File: src/rtl/regfile_2r1w.sv
// Register file with one write port and two registered read ports.
// Optional hardwired-zero register 0 and optional same-edge write-to-read forwarding.
module regfile_2r1w #(
    parameter int WIDTH    = 32,
    parameter int DEPTH    = 8,
    parameter int AW       = $clog2(DEPTH),
    parameter bit ZERO_REG = 1'b1,
    parameter bit BYPASS   = 1'b1
) (
    input  logic             clk,
    input  logic             rst_n,
    input  logic             we,
    input  logic [AW-1:0]    wa,
    input  logic [WIDTH-1:0] wd,
    input  logic             re0,
    input  logic [AW-1:0]    ra0,
    input  logic             re1,
    input  logic [AW-1:0]    ra1,
    output logic [WIDTH-1:0] op1,
    output logic [WIDTH-1:0] op2,
    output logic             v1,
    output logic             v2
);
    localparam int          NUM_RD  = 2;
    localparam logic [AW:0] DEPTH_W = (AW+1)'(DEPTH);

    logic [DEPTH-1:0][WIDTH-1:0]  regs;
    logic                         wr_ok;
    logic [NUM_RD-1:0]            rd_en;
    logic [NUM_RD-1:0]            rd_vld;
    logic [NUM_RD-1:0][AW-1:0]    rd_addr;
    logic [NUM_RD-1:0][WIDTH-1:0] rd_d;
    logic [NUM_RD-1:0][WIDTH-1:0] rd_q;

    // Address maps to real, writable storage (DEPTH need not be a power of two).
    function automatic logic addr_ok(input logic [AW-1:0] a);
        return ({1'b0, a} < DEPTH_W) && !(ZERO_REG && (a == '0));
    endfunction

    assign wr_ok   = we && addr_ok(wa);
    assign rd_en   = {re1, re0};
    assign rd_addr = {ra1, ra0};

    always_ff @(posedge clk or negedge rst_n) begin
        if (!rst_n) begin
            regs <= '0;
        end else if (wr_ok) begin
            regs[wa] <= wd;
        end
    end

    // Unmapped and zero-register addresses return zero; forwarding only from a write that lands.
    always_comb begin
        rd_d = '0;
        for (int p = 0; p < NUM_RD; p++) begin
            if (addr_ok(rd_addr[p])) begin
                if (BYPASS && wr_ok && (wa == rd_addr[p])) rd_d[p] = wd;
                else                                       rd_d[p] = regs[rd_addr[p]];
            end
        end
    end

    always_ff @(posedge clk or negedge rst_n) begin
        if (!rst_n) begin
            rd_q   <= '0;
            rd_vld <= '0;
        end else begin
            rd_vld <= rd_en;
            for (int p = 0; p < NUM_RD; p++) begin
                if (rd_en[p]) rd_q[p] <= rd_d[p];
            end
        end
    end

    assign op1 = rd_q[0];
    assign op2 = rd_q[1];
    assign v1  = rd_vld[0];
    assign v2  = rd_vld[1];
endmodule

File: config.mk
export PLATFORM = sky130hd
export DESIGN_NAME = regfile_2r1w
export DESIGN_NICKNAME = d
export VERILOG_FILES = /design/src/rtl/regfile_2r1w.sv
export SDC_FILE = /design/constraint.sdc
export NUM_CORES = 1
export LEC_CHECK = 0
export CORE_MARGIN = 10
export CORE_UTILIZATION = 35
export CTS_BUF_LIST = sky130_fd_sc_hd__clkbuf_2
export CTS_CLUSTER_DIAMETER = 40
export DETAILED_ROUTE_END_ITERATION = 8
export PLACE_DENSITY_LB_ADDON = 0.3
export SLEW_MARGIN = 20
export SYNTH_ARGS = -nofsm -noshare
export SYNTH_HDL_FRONTEND = slang
export SYNTH_SLANG_ARGS = --single-unit
File: constraint.sdc
create_clock -name clk -period 3.6 [get_ports clk]
set_input_delay 0.72 -clock clk [delete_from_list [all_inputs] [get_ports clk]]
set_output_delay 0.72 -clock clk [all_outputs]
set_load 0.02 [all_outputs]
==> key figures <==
Min path
  • Hold EP: op2[28]$_DFFE_PN0P_
  • Tightest Hold Check Type: primary input to flop
  • Hold Crit Start: ra1[0]
  • Hold Path Stages: 3

Finish
  • Reg area: 7257 µm²
  • Finished Layout Cells: 2,099
  • Ratio of cells with drive above 1 in the final layout: 22.84%
  • Commonest cells after routing, fill and taps aside: 290 x dfrtp_1, 141 x o21ai_0, 132 x nand2_1, 119 x clkbuf_2, 106 x mux2_2
  • Most common cell after layout, fill and taps aside: dfrtp_1
  • Fillers: 4,073
  • Multi-input logic area: 6600 µm²
  • Fin nets: 1,549
  • Synth-to-Final Area Change: 16.27%

Floorplanning
  • Initial Util: 35.19%
  • FP Rows: 75
  • Core Area: 41,760 µm²
  • Total Die Area: 50,590 µm²
  • DIE HEIGHT: 224.9 µm
  • # IOs: 112
  • Die X: 224.9 µm

Timing
  • Setup TNS: 0 ns
  • Final worst slack: 0.8986 ns
  • Max-Slew Margin vs Limit: 35.23%
  • Time the worst path needs with I/O delays and setup: 2.701 ns
  • RSZ-0062 raised after global routing: no
  • Worst-Margin Slew: 0.9706 ns
  • Crit share post-route: 75.04%
  • Worst Skew: 0.09523 ns
  • Final setup viols: 0
  • FMAX: 0.3702 GHz
  • Max Slew Vio Count: 0
  • Endpoints failing hold: 0

Place
  • Final GP Congestion: 0.8043
  • Port Buffers: 111
  • Placement Setup Slack: 0.6620 ns
  • Placed wire-length estimate: 29.11 mm
  • Dpl cells: 1,959

Synth
  • #FFs+latches synth: 290
  • Synth top area share: 49.38%
  • Simple-Gate Fraction of Synth Area: 8.641%
  • Syn Std Cell Area: 14,700 µm²
  • Mux cell area share after synthesis: 11.87%
  • Yosys Warn Count: 0
  • Adder and majority gate portion of the synthesized area: 0%
  • Yosys cell types: 47
  • Synth Area in Compound Gates: 23.47%
  • Leading area contributor after synthesis: dfrtp_1
  • Synthesized Nets: 1,427
  • Mapped Cells: 1,381
  • Post-Synthesis Mean Instance Area: 10.64 µm²
  • Largest family of logic cells by synthesized area: compound AO/OA/AOI/OAI gates
  • Ranking of synthesized cells by area: dfrtp_1 49%, mux2_2 8.1%, o21ai_0 4.8%, o221ai_2 4.5%, o22ai_1 3.5%
  • Synth Area in XOR/XNOR: 0.6641%
  • Sequential share of the synthesized area: 49.38%

GRT
  • Global-route wire length before repair: 74.72 mm
  • Initial antenna violation count: 2
  • GRT Util Overall: 18.89%
  • Largest net degree at the start of global routing: 106
  • Remaining global-route overflow: 0
  • Number of global-route vias before repair: 12,339

Setup path
  • Crit path largest cell delay: 0.64 ns
  • Worst reg2reg path depth: 4
  • CP Max Fanout: 2
  • Crit path kind: flop to output port
  • CP startpoint kind: flop
  • Crit-path cells: clkdlybuf4s50_1
  • R2r startpoint: regs[96]$_DFFE_PN0P_
  • Worst path slowest cell: clkdlybuf4s50_1
  • Reg2Reg Setup Slack: 2.08 ns
  • Critical path arrival: 1.98 ns
  • Top Family by Delay on Critical Path: buffers and inverters
  • Crit path buf inv count: 1
  • Crit end category: output port
  • Worst r2r dst: op1[0]$_DFFE_PN0P_
  • CP required: 2.88 ns

Route
  • Antenna viol nets, final: 0
  • DR vias/cell: 5.726
  • Initial DRC count: 1,157
  • TritonRoute pass-1 iters: 6
  • Via count: 12,018
  • Routed Wire Length: 48.03 mm
  • DRC Markers: 0
  • WL/cell: 22.88 µm

Clock tree
  • TritonCTS clock tree: done
  • Clock Latency Late Sink: 0.92 ns
  • Num CTS Buffers: 80
  • Clock sinks: 290
  • CTS clk-pin slew, worst paths: 0.10 ns
  • CTS Root Cell: clkbuf_2
  • Deepest clock path buffer count: 3
  • Post-CTS setup buffers: 0
  • Max H-tree Level: 3

Flow run
  • Max Cap Viol: 0

Pwr
  • Total power density per cell area: 527.5 nW/µm²
  • Maximum vdd drop: 0.0002172 V
  • P_leak: 7.381 nW

Status
  • Outcome: complete, no violations
## worst max path at each step
stage | start | depth (start not counted) | slack, ns | end
floorplan | ra0[2] | 6 | 1.56 | op1[10]$_DFFE_PN0P_
global placement | wa[1] | 5 | 0.71 | op1[14]$_DFFE_PN0P_
detailed placement | wa[1] | 5 | 0.66 | op1[2]$_DFFE_PN0P_
CTS | op2[3]$_DFFE_PN0P_ | 1 | 0.83 | op2[3]
global route | op2[30]$_DFFE_PN0P_ | 1 | 0.79 | op2[30]
finish | op2[10]$_DFFE_PN0P_ | 1 | 0.90 | op2[10]
## sequential cells by signal, summed over array words and instances (netlist names)
register  flops
regs        224
op1          32
op2          32
rd_vld        2
## cells in the mapped netlist, drive strengths merged
cell type and number:
dfrtp 290, o21ai 142, nand2 132, mux2 114
o22ai 82, o221ai 79, inv 66, buf 63
clkbuf 62, nand2b 49, a21oi 47, mux2i 46
a22oi 32, nor2 32, a211oi 30, nor2b 18
nor3 18, a221o 17, o22a 17, a2bb2oi 13
xnor2 6, or2 4, nand4 3, nand4b 3
o31ai 3, a311oi 2, a41oi 2, nand3b 2
nor4bb 2, and2 1, clkinv 1, nor3b 1
o21a 1, o31a 1
## timing repair
| item | 4_1_cts | 5_1_grt |
|---|---|---|
| hold buffers | 1 | 0 |
| gates resized for setup | 0 | 0 |
| endpoints found under the hold margin | 99 | 0 |
## where the power goes
part | internal (mW) | leakage (nW) | total, mW | switching, mW
logic | 1.04 | 3.21 | 2.17 | 1.13
registers | 3.89 | 3.61 | 4.41 | 0.520
clock network | 1.02 | 0.561 | 2.43 | 1.42
## metrics by stage
step,total power [mW],instance area (µm²),hold WS (ns),utilization (%)
floorplan,5.740,14700,0.4244,-
global placement,6.573,16350,0.4627,39.15
detailed placement,6.632,16350,0.4708,39.15
CTS,9.094,17090,0.3345,40.91
global route,9.564,17090,0.3593,40.92
finish,9.013,17090,0.4426,40.92
## logic make-up (layout without fill, tap and decap cells)
group | Yosys count | after routing
compound gates | 468 | 468
xor+xnor | 6 | 6
mux | 160 | 160
buf+inv | 192 | 370
other cells | 0 | 1
simple gates | 265 | 265
flops | 290 | 290
## metal layers
| metal | track usage (%) | vias to the layer above | wire, µm |
|---|---|---|---|
| met4 | 5.747 | 0 | 1042 |
| li1 | - | 5369 | - |
| met3 | 4.528 | 90 | 3956 |
| met5 | 0 | - | 0 |
| met2 | 28.81 | 515 | 21460 |
| met1 | 25.96 | 6044 | 21570 |
## worst register-to-register path, cell delays in order (launching register included)
cell and delay, ns:
dfrtp_1 0.39, mux2_2 0.16, o22ai_1 0.07, a211oi_1 0.58, a221o_1 0.24
## area by class of cell
class / instances / share of cell area [%]
Timing Repair Buffer: 165 / 9.226
Clock inverter: 19 / 0.7615
Sequential cell: 290 / 42.47
Multi-Input combinational cell: 899 / 38.62
Antenna cell: 1 / 0.01464
Clock buffer: 119 / 3.485
Tap cell: 539 / 3.947
Inverter: 67 / 1.472
Power figures use the tool's default switching activity.
